[src/rtl/eq_setting_sweep_ctrl_pkg.sv]
// Shared types, default parameters and elaboration checks for the
// equalizer setting sweep controller.
package eq_ctrl_pkg;

    typedef enum logic [2:0] {
        ST_IDLE,
        ST_SETTLE,
        ST_MEASURE,
        ST_EVAL,
        ST_APPLY,
        ST_LOCKED
    } eq_sweep_state_t;

    localparam int unsigned DEF_NUM_SETTINGS  = 8;
    localparam int unsigned DEF_SET_W         = 3;
    localparam int unsigned DEF_SETTLE_CYCLES = 16;
    localparam int unsigned DEF_WINDOW_LEN    = 1024;
    localparam int unsigned DEF_ERR_W         = 11;
    localparam int unsigned DEF_ERR_LIMIT     = 0;

    // True when an err_w-bit counter can hold window_len without wrapping.
    function automatic bit err_w_fits(input int unsigned err_w, input int unsigned window_len);
        return (longint'(1) << err_w) > longint'(window_len);
    endfunction

endpackage

[src/rtl/eq_setting_sweep_ctrl_if.sv]
// Control/status and sample bundle between training logic and the sweep
// controller; master = training side, slave = controller.
interface eq_setting_sweep_ctrl_if
    import eq_ctrl_pkg::*;
#(
    parameter int unsigned SET_W = DEF_SET_W,
    parameter int unsigned ERR_W = DEF_ERR_W
);
    logic             start;
    logic             abort;
    logic             sample_valid;
    logic             sample_bit;
    logic             expected_bit;
    logic [SET_W-1:0] eq_setting;
    logic             busy;
    logic             done;
    logic             locked;
    logic             fail;
    logic [ERR_W-1:0] best_err;

    modport master (
        output start, abort, sample_valid, sample_bit, expected_bit,
        input  eq_setting, busy, done, locked, fail, best_err
    );

    modport slave (
        input  start, abort, sample_valid, sample_bit, expected_bit,
        output eq_setting, busy, done, locked, fail, best_err
    );
endinterface

[src/rtl/eq_setting_sweep_ctrl_err_window_counter.sv]
// Per-window sample and decision-error counters; window_done flags the
// valid sample that completes the window.
module eq_err_window_counter
    import eq_ctrl_pkg::*;
#(
    parameter int unsigned WINDOW_LEN = DEF_WINDOW_LEN,
    parameter int unsigned ERR_W      = DEF_ERR_W
) (
    input  logic             clk,
    input  logic             rst_n,
    input  logic             clear,
    input  logic             enable,
    input  logic             sample_valid,
    input  logic             sample_bit,
    input  logic             expected_bit,
    output logic [ERR_W-1:0] err_cnt,
    output logic             window_done
);

    // Samples still owed to the window after the current one.
    logic [ERR_W-1:0] remaining;
    logic             take;

    assign take        = enable & sample_valid;
    assign window_done = take & (remaining == '0);

    always_ff @(posedge clk or negedge rst_n) begin
        if (!rst_n) begin
            remaining <= '0;
            err_cnt   <= '0;
        end else if (clear) begin
            remaining <= ERR_W'(WINDOW_LEN - 1);
            err_cnt   <= '0;
        end else if (take) begin
            remaining <= remaining - ERR_W'(1);
            err_cnt   <= err_cnt + ERR_W'(sample_bit ^ expected_bit);
        end
    end

endmodule

[src/rtl/eq_setting_sweep_ctrl.sv]
// Equalizer link-training sweep: measures the error count of every setting
// and locks onto the lowest one (lowest index wins ties).
//
// state      | meaning
// -----------+-----------------------------------------------------------
// ST_IDLE    | waiting for start
// ST_SETTLE  | filter settling after a setting change, samples ignored
// ST_MEASURE | counting errors over WINDOW_LEN valid samples
// ST_EVAL    | compare against best so far, advance to next setting
// ST_APPLY   | drive best setting, publish best_err
// ST_LOCKED  | holding best setting until start/abort/reset
module eq_setting_sweep_ctrl
    import eq_ctrl_pkg::*;
#(
    parameter int unsigned NUM_SETTINGS  = DEF_NUM_SETTINGS,
    parameter int unsigned SET_W         = DEF_SET_W,
    parameter int unsigned SETTLE_CYCLES = DEF_SETTLE_CYCLES,
    parameter int unsigned WINDOW_LEN    = DEF_WINDOW_LEN,
    parameter int unsigned ERR_W         = DEF_ERR_W,
    parameter int unsigned ERR_LIMIT     = DEF_ERR_LIMIT
) (
    input logic                  clk,
    input logic                  rst_n,
    eq_setting_sweep_ctrl_if.slave bus
);

    localparam int unsigned CNT_W = $clog2(SETTLE_CYCLES + 1);

    if (!err_w_fits(ERR_W, WINDOW_LEN)) begin : g_err_w_chk
        $error("ERR_W cannot hold WINDOW_LEN");
    end
    if ((longint'(1) << SET_W) < longint'(NUM_SETTINGS)) begin : g_set_w_chk
        $error("SET_W cannot index NUM_SETTINGS");
    end

    eq_sweep_state_t  state;
    logic [CNT_W-1:0] settle_cnt;
    logic [ERR_W-1:0] best_q;
    logic [SET_W-1:0] best_idx;
    logic [ERR_W-1:0] err_cnt;
    logic             window_done;

    eq_err_window_counter #(
        .WINDOW_LEN (WINDOW_LEN),
        .ERR_W      (ERR_W)
    ) u_err_window (
        .clk          (clk),
        .rst_n        (rst_n),
        .clear        (state == ST_SETTLE),
        .enable       (state == ST_MEASURE),
        .sample_valid (bus.sample_valid),
        .sample_bit   (bus.sample_bit),
        .expected_bit (bus.expected_bit),
        .err_cnt      (err_cnt),
        .window_done  (window_done)
    );

    always_ff @(posedge clk or negedge rst_n) begin
        if (!rst_n) begin
            state          <= ST_IDLE;
            settle_cnt     <= '0;
            best_q         <= '1;
            best_idx       <= '0;
            bus.eq_setting <= '0;
            bus.busy       <= 1'b0;
            bus.done       <= 1'b0;
            bus.locked     <= 1'b0;
            bus.fail       <= 1'b0;
            bus.best_err   <= '0;
        end else if (bus.abort) begin
            state          <= ST_IDLE;
            settle_cnt     <= '0;
            bus.eq_setting <= '0;
            bus.busy       <= 1'b0;
            bus.done       <= 1'b0;
            bus.locked     <= 1'b0;
            bus.fail       <= 1'b0;
            bus.best_err   <= '0;
        end else begin
            bus.done <= 1'b0;
            case (state)
                ST_IDLE, ST_LOCKED: begin
                    if (bus.start) begin
                        bus.eq_setting <= '0;
                        best_q         <= '1;
                        best_idx       <= '0;
                        bus.locked     <= 1'b0;
                        bus.fail       <= 1'b0;
                        bus.best_err   <= '0;
                        bus.busy       <= 1'b1;
                        settle_cnt     <= CNT_W'(SETTLE_CYCLES - 1);
                        state          <= ST_SETTLE;
                    end
                end
                ST_SETTLE: begin
                    if (settle_cnt == '0) state <= ST_MEASURE;
                    else                  settle_cnt <= settle_cnt - CNT_W'(1);
                end
                ST_MEASURE: begin
                    if (window_done) state <= ST_EVAL;
                end
                ST_EVAL: begin
                    if (err_cnt < best_q) begin
                        best_q   <= err_cnt;
                        best_idx <= bus.eq_setting;
                    end
                    if (bus.eq_setting == SET_W'(NUM_SETTINGS - 1)) begin
                        state <= ST_APPLY;
                    end else begin
                        bus.eq_setting <= bus.eq_setting + SET_W'(1);
                        settle_cnt     <= CNT_W'(SETTLE_CYCLES - 1);
                        state          <= ST_SETTLE;
                    end
                end
                ST_APPLY: begin
                    bus.eq_setting <= best_idx;
                    bus.best_err   <= best_q;
                    bus.fail       <= (32'(best_q) > ERR_LIMIT);
                    bus.busy       <= 1'b0;
                    bus.locked     <= 1'b1;
                    bus.done       <= 1'b1;
                    state          <= ST_LOCKED;
                end
                default: state <= ST_IDLE;
            endcase
        end
    end

endmodule

[src/flat_wrapper.sv]
// flat-port wrapper written by rule: the top's interface ports become plain ports
module eq_setting_sweep_ctrl_flat import eq_ctrl_pkg::*;
#(
    parameter int unsigned NUM_SETTINGS  = DEF_NUM_SETTINGS,
    parameter int unsigned SET_W         = DEF_SET_W,
    parameter int unsigned SETTLE_CYCLES = DEF_SETTLE_CYCLES,
    parameter int unsigned WINDOW_LEN    = DEF_WINDOW_LEN,
    parameter int unsigned ERR_W         = DEF_ERR_W,
    parameter int unsigned ERR_LIMIT     = DEF_ERR_LIMIT
)
  (clk, rst_n, bus_start, bus_abort, bus_sample_valid, bus_sample_bit, bus_expected_bit, bus_eq_setting, bus_busy, bus_done, bus_locked, bus_fail, bus_best_err);
  eq_setting_sweep_ctrl_if #(.SET_W(SET_W), .ERR_W(ERR_W)) bus_i ();
  input logic clk;
  input logic rst_n;
  input wire logic [$bits(bus_i.start)-1:0] bus_start;
  input wire logic [$bits(bus_i.abort)-1:0] bus_abort;
  input wire logic [$bits(bus_i.sample_valid)-1:0] bus_sample_valid;
  input wire logic [$bits(bus_i.sample_bit)-1:0] bus_sample_bit;
  input wire logic [$bits(bus_i.expected_bit)-1:0] bus_expected_bit;
  output wire logic [$bits(bus_i.eq_setting)-1:0] bus_eq_setting;
  output wire logic [$bits(bus_i.busy)-1:0] bus_busy;
  output wire logic [$bits(bus_i.done)-1:0] bus_done;
  output wire logic [$bits(bus_i.locked)-1:0] bus_locked;
  output wire logic [$bits(bus_i.fail)-1:0] bus_fail;
  output wire logic [$bits(bus_i.best_err)-1:0] bus_best_err;
  assign bus_i.start = bus_start;
  assign bus_i.abort = bus_abort;
  assign bus_i.sample_valid = bus_sample_valid;
  assign bus_i.sample_bit = bus_sample_bit;
  assign bus_i.expected_bit = bus_expected_bit;
  assign bus_eq_setting = bus_i.eq_setting;
  assign bus_busy = bus_i.busy;
  assign bus_done = bus_i.done;
  assign bus_locked = bus_i.locked;
  assign bus_fail = bus_i.fail;
  assign bus_best_err = bus_i.best_err;
  eq_setting_sweep_ctrl #(.NUM_SETTINGS(NUM_SETTINGS), .SET_W(SET_W), .SETTLE_CYCLES(SETTLE_CYCLES), .WINDOW_LEN(WINDOW_LEN), .ERR_W(ERR_W), .ERR_LIMIT(ERR_LIMIT)) u_core (.clk(clk), .rst_n(rst_n), .bus(bus_i));
endmodule
[config.mk]
export PLATFORM = sky130hd
export DESIGN_NAME = eq_setting_sweep_ctrl_flat
export DESIGN_NICKNAME = d
export VERILOG_FILES = /design/src/rtl/eq_setting_sweep_ctrl_pkg.sv /design/src/rtl/eq_setting_sweep_ctrl_if.sv /design/src/rtl/eq_setting_sweep_ctrl_err_window_counter.sv /design/src/rtl/eq_setting_sweep_ctrl.sv /design/src/flat_wrapper.sv
export SDC_FILE = /design/constraint.sdc
export NUM_CORES = 1
export LEC_CHECK = 0
export CAP_MARGIN = 20
export CORE_ASPECT_RATIO = 1.1
export CORE_MARGIN = 4
export CORE_UTILIZATION = 53
export CTS_CLUSTER_DIAMETER = 80
export DETAILED_ROUTE_END_ITERATION = 10
export GPL_ROUTABILITY_DRIVEN = 0
export GPL_TIMING_DRIVEN = 0
export PLACE_DENSITY = 0.78
export SYNTH_ARGS = -nofsm -noshare
export SYNTH_HDL_FRONTEND = slang
export SYNTH_SLANG_ARGS = --single-unit
[constraint.sdc]
create_clock -name clk -period 2.3 [get_ports clk]
set_clock_uncertainty 0.15 [all_clocks]
set_input_delay 0.575 -clock clk [delete_from_list [all_inputs] [get_ports clk]]
set_output_delay 0.575 -clock clk [all_outputs]
set_load 0.02 [all_outputs]
== Yosys cells after proc, flatten, opt, wreduce, memory -nomap -nowiden ==
Cells that the tools add are included.
W data, S select, Z words.
Storage, ports and cells
  register bits after elaboration: 62
  output and inout port bits: 18
  memories kept: 0
  latch bits: 0
  word-level logic and storage cells: 86
  input bits: 7
  ROM bits: 0
  memory bits (writable): 0
Cells by class
  div/mod/pow operators: 0
  $lt $le $gt $ge: 2
  add/sub/neg operators: 4
  equal/unequal tests: 13
  shift operators: 0
  multiply operators: 0
  muxes and demuxes: 37
  reduce and logical (&&, ||, !) cells: 14
  bitwise operators: 4
Operators by type and width (count)
  $mux W11: 8
  $pmux W11 S2: 2
  $mux W3: 9
  $mux W5: 4
  $pmux W3 S5: 1
  $pmux W5 S3: 1
  $add A11 B1 Y11: 1
  $gt A11 B1 Y1 const B: 1
  $logic_not A11 Y1: 1
  $lt A11 B11 Y1: 1
  $sub A11 B1 Y11 const B: 1
  $eq A3 B3 Y1 const B: 3
  $ne A3 B3 Y1 const B: 3
  $pmux W3 S3: 1
  $reduce_and A4 Y1: 2
  $reduce_bool A4 Y1: 2
  $mux W1: 7
  $eq A3 B2 Y1 const B: 2
  $ne A3 B2 Y1 const B: 2
  $pmux W1 S2: 3
  $pmux W3 S2: 1
  $reduce_and A3 Y1: 2
  $logic_not A5 Y1: 1
  $sub A5 B1 Y5 const B: 1
  other kinds (12): 14

== Longest topological paths before layout ==
  word-level depth: 6
  gate-level depth with buffers: 8
  mapped depth without buffers: 7

== Hierarchy ==
A second synthesis with hierarchy kept.
Second synthesis, totals
  cell total of the unflattened synthesis: 306
  area, all modules: 3161.8 um^2
Modules (own cells, without submodules)
  eq_setting_sweep_ctrl: instances 1, cells each 195, area each 2052.0 um^2, sequential area each 1014.7 um^2
  eq_err_window_counter: instances 1, cells each 111, area each 1109.8 um^2, sequential area each 550.5 um^2

== Worst setup path before layout ==
OpenSTA, ideal clock, no wires.
  kind: flip-flop to flip-flop
  start point: register u_core.best_q[10]
  end point: register u_core.best_q[10]
  path slack: 0.069 ns
  stages on the path, launching flop included: 9
  setup time: 0.080 ns
  path buffers: 1
  clock period less this slack: 2.231 ns
  arrival time: 2.000 ns
  data required time: 2.070 ns
  cell sequence: dfstp_2 > inv_1 > ha_1 > nand4_1 > nor2_1 > a41oi_2 > clkbuf_1 > or3_1 > o221a_2
On the way
  longest elaborated chain between the ends: 3
Ends and longest elaborated chain
  start: declaration: RTL line eq_setting_sweep_ctrl.sv:38  | logic [ERR_W-1:0] best_q;
  start signal: assignment: RTL line eq_setting_sweep_ctrl.sv:104  | best_q <= err_cnt;
  $lt A11 B11 Y1: RTL line eq_setting_sweep_ctrl.sv:103  | if (err_cnt < best_q) begin
  $ne A2 B1 Y1 (no source line)
  $reduce_and A4 Y1 (no source line)
Every way passes these cells.
A chain may end at the register's enable or synchronous reset.

== Worst setup path after layout ==
  start point: register u_core.best_q[8]
  end point: register u_core.best_q[4]
Same word-level chain as after synthesis.

==> flow_metrics.py <==
metrics = {
    "sta": {
        "fin_ws_ns": -0.102,
        "finalSetupViolCount": 14,
        "finalSetupTns_ns": -1.02,
        "drv_slew": 0,
        "hold_ws_ns": 0.0572,
        "post-route-period-util_pct": 104,
        "worst_pin_slew_ns": 0.548,
        "slew_headroom_pct": 63.3,
        "fin_crit_ns": 2.40,
        "hold_violations": 0,
        "rsz0062_at_grt": "true",
        "fmax_mhz": 416,
    },
    "layout": {
        "nFillCells": 443,
        "layout-drive-gt1-share_pct": 27.4,
        "diodes": 0,
        "fin_nets": 385,
        "area_delta_synth_final_pct": 26.9,
    },
    "run_status": {
        "violations": "setup timing",
        "status": "complete, but fails checks",
    },
    "routing": {
        "initialDrtViolationCount": 166,
        "vias": 2622,
        "finalWirelength_mm": 8.02,
        "wl_per_cell_um": 18.0,
        "dr.pass1.iters": 6,
        "drcViolationCount": 0,
        "ant_nets": 0,
        "vias_per_cell": 5.89,
    },
    "cts": {
        "cts_max_path_buffers": 2,
        "clk_latency_ns": 0.35,
        "root_buffer": "clkbuf_8",
        "h-tree-depth": 3,
        "cts_tree": "built",
        "cts.clk_slew.worst_paths_ns": 0.07,
        "clock-sinks": 62,
        "cts_made_buffers": 9,
    },
    "setup_path": {
        "worstPathRequired_ns": 2.43,
        "critPathBufInv": 4,
        "worst_path_max_delay_cell": "dfstp_2",
        "start_kind": "flop",
        "path_max_fanout": 5,
        "critPathKind": "flop to flop",
        "crit_path_start": "u_core.best_q[8]",
        "crit_path_frequent_cell": "buf_6",
        "worstReg2RegStart": "u_core.best_q[8]",
        "r2r_setup_slack_ns": -0.10,
        "endpoint_kind": "flop",
        "crit_path_max_incr_delay_ns": 0.59,
        "crit_family": "simple AND/OR/NAND/NOR gates",
        "path_cells": "inv_2, ha_4, nand4_1, buf_4, buf_6, nor3_4, nor4_4, nand2_2, buf_6, o221a_2",
        "cp.arrival_ns": 2.53,
    },
    "yosys": {
        "synthesis.area_mm2": 0.00334,
        "synth_cells": 311,
        "yosys-top-cells-area": "dfrtp_1 38%, dfstp_2 8.7%, ha_1 6.7%, a22o_1 4.5%, o221a_2 3.7%",
        "synth_area_per_cell_um2": 10.7,
        "synth_top_area_share_pct": 38.2,
        "synth_edf_count": 0,
        "ys_ff_latch": 62,
        "synth_warnings": 0,
        "synth_async_sr_flop_share_pct": 100,
        "yosys.area.top_type": "dfrtp_1",
        "synth_ff_type": "dfrtp_1",
        "synth_cell_types": 52,
        "synth-seq-area-share_pct": 46.9,
        "synth_fp_nets": 336,
    },
    "floorplanning": {
        "die_h_um": 91.3,
        "start_util_pct": 54.2,
        "rows": 30,
        "io_pins": 25,
        "die_x_um": 83.7,
        "coreArea_mm2": 0.00616,
        "dieArea_mm2": 0.00764,
    },
    "worst_hold_path": {
        "hold_class": "input pin to async pin",
    },
    "grt": {
        "grt_pass1_wl_mm": 12.1,
        "grt_remaining_overflow": 0,
        "grt_util_all_layers_pct": 19.7,
        "first_global_vias": 2561,
        "grt_max_degree": 42,
        "antenna_found_initial": 0,
    },
    "place": {
        "place_ws_ns": -0.285,
        "io_buffers": 24,
        "post-dp-hpwl_mm": 5.04,
    },
    "pwr": {
        "cellLeakagePower_nw": 1.88,
        "p_per_area_mw_per_mm2": 640,
        "ir_drop_mv": 0.355,
    },
    "run": {
        "maxCapViolations": 0,
    },
}
==> power breakdown <==
| group | switching [W] | internal, W | leakage [nW] |
|---|---|---|---|
| logic | 0.000254 | 0.000203 | 1.02 |
| clock network | 0.000446 | 0.000557 | 0.0976 |
| registers | 0.0000812 | 0.00117 | 0.769 |
| total | 0.000781 | 0.00193 | 1.88 |
==> synthesized netlist by cell type (all sizes together) (2+ instances only) <==
cell type / instances
o21ai: 7
nand3b: 2
dfstp: 11
mux2: 2
a21oi: 16
nand2: 18
a22oi: 2
nor4b: 2
or3: 15
ha: 18
a211oi: 3
nor2: 27
nor2b: 3
o21a: 2
and3: 4
inv: 20
and4b: 2
nand2b: 3
nand4: 3
o221a: 11
o31ai: 2
a31oi: 2
dfrtp: 51
nand3: 7
nand4b: 3
a22o: 17
buf: 10
xnor2: 4
o211ai: 4
clkbuf: 5
nor3: 8
xor2: 11
nor4: 4
a21o: 2
==> logic make-up after synthesis <==
group / count (synthesis) / synth area share [%]
AO/OA/AOI/OAI: 74 / 17.9
flip-flops: 62 / 46.9
adder cells (fa/ha/maj): 18 / 6.74
buffers and inverters: 35 / 4.95
AND/OR/NAND/NOR: 104 / 18.7
multiplexers: 3 / 0.974
XOR/XNOR: 15 / 3.93
==> area by class of cell <==
type | instances | area (um^2) | area share, %
Clock inverter | 5 | 57.6 | 1.36
Multi-Input combinational cell | 214 | 1810 | 42.8
Timing Repair Buffer | 38 | 368 | 8.68
Buffer | 15 | 108 | 2.54
Clock buffer | 11 | 151 | 3.57
Tap cell | 80 | 100 | 2.36
Sequential cell | 62 | 1570 | 36.9
Inverter | 20 | 75.1 | 1.77
==> worst paths after layout <==
path / to / depth (start not counted)
min in group clk: u_core.bus.locked / 1
max: u_core.best_q[4] / 10
max in group asynchronous: u_core.best_q[9] / 2
min reg2reg: u_core.bus.locked / 1
min: u_core.bus.best_err[1] / 1
max reg2reg: u_core.best_q[4] / 10
==> layout by cell type (no fill, tap or decap), types with 5 or more instances in the layout <==
cell type        count
clkdlybuf4s50_1     23
nand3_1              7
a22o_1              17
a21oi_1             11
inv_1               16
or3_4                5
dfrtp_1             51
ha_1                13
xor2_1              11
buf_4               10
clkbuf_8            11
or3_1               10
nand2_1             16
buf_6                8
ha_4                 5
buf_2                6
o221a_4              7
nor3_1               6
dfstp_2             11
o21ai_0              5
nor2_1              24
==> per-stage QoR <==
step	cells	cell area, um^2	utilization, %	power, W
global placement	415	3680	59.8	0.00163
detailed placement	416	3690	60.0	0.00165
floorplan	311	3340	-	0.00152
global route	445	4240	68.8	0.00282
finish	445	4240	68.8	0.00271
CTS	434	3930	63.8	0.00264
==> state kept, by name (all words and copies together), names as in the netlist <==
name                           cells
u_core.bus.done                    1
u_core.bus.locked                  1
u_core.u_err_window.err_cnt       11
u_core.state                       3
u_core.bus.eq_setting              3
u_core.best_q                     11
u_core.bus.fail                    1
u_core.bus.best_err               11
u_core.settle_cnt                  5
u_core.bus.busy                    1
u_core.u_err_window.remaining     11
u_core.best_idx                    3
==> per-layer routing <==
| metal | share of wire (%) | track usage (%) |
|---|---|---|
| met1 | 43 | 24.9 |
| met2 | 50 | 33.0 |
| met3 | 3.7 | 3.90 |
| met4 | 2.9 | 8.04 |
| met5 | 0 | 0 |
==> worst register-to-register path, stage by stage, from the launching register on <==
cell and delay, ns:
dfstp_2 0.59, inv_2 0.06, ha_4 0.21, nand4_1 0.15, buf_4 0.15, buf_6 0.09, nor3_4 0.04, nor4_4 0.32
nand2_2 0.14, buf_6 0.17, o221a_2 0.27
==> repair_timing <==
item	CTS	global route
pin swaps	3	10
setup buffers	2	9
gates cloned	0	2
hold buffers	0	0
endpoints found under the setup margin	12	14
gates resized for setup	3	44
(Power assumes the default switching activity.)
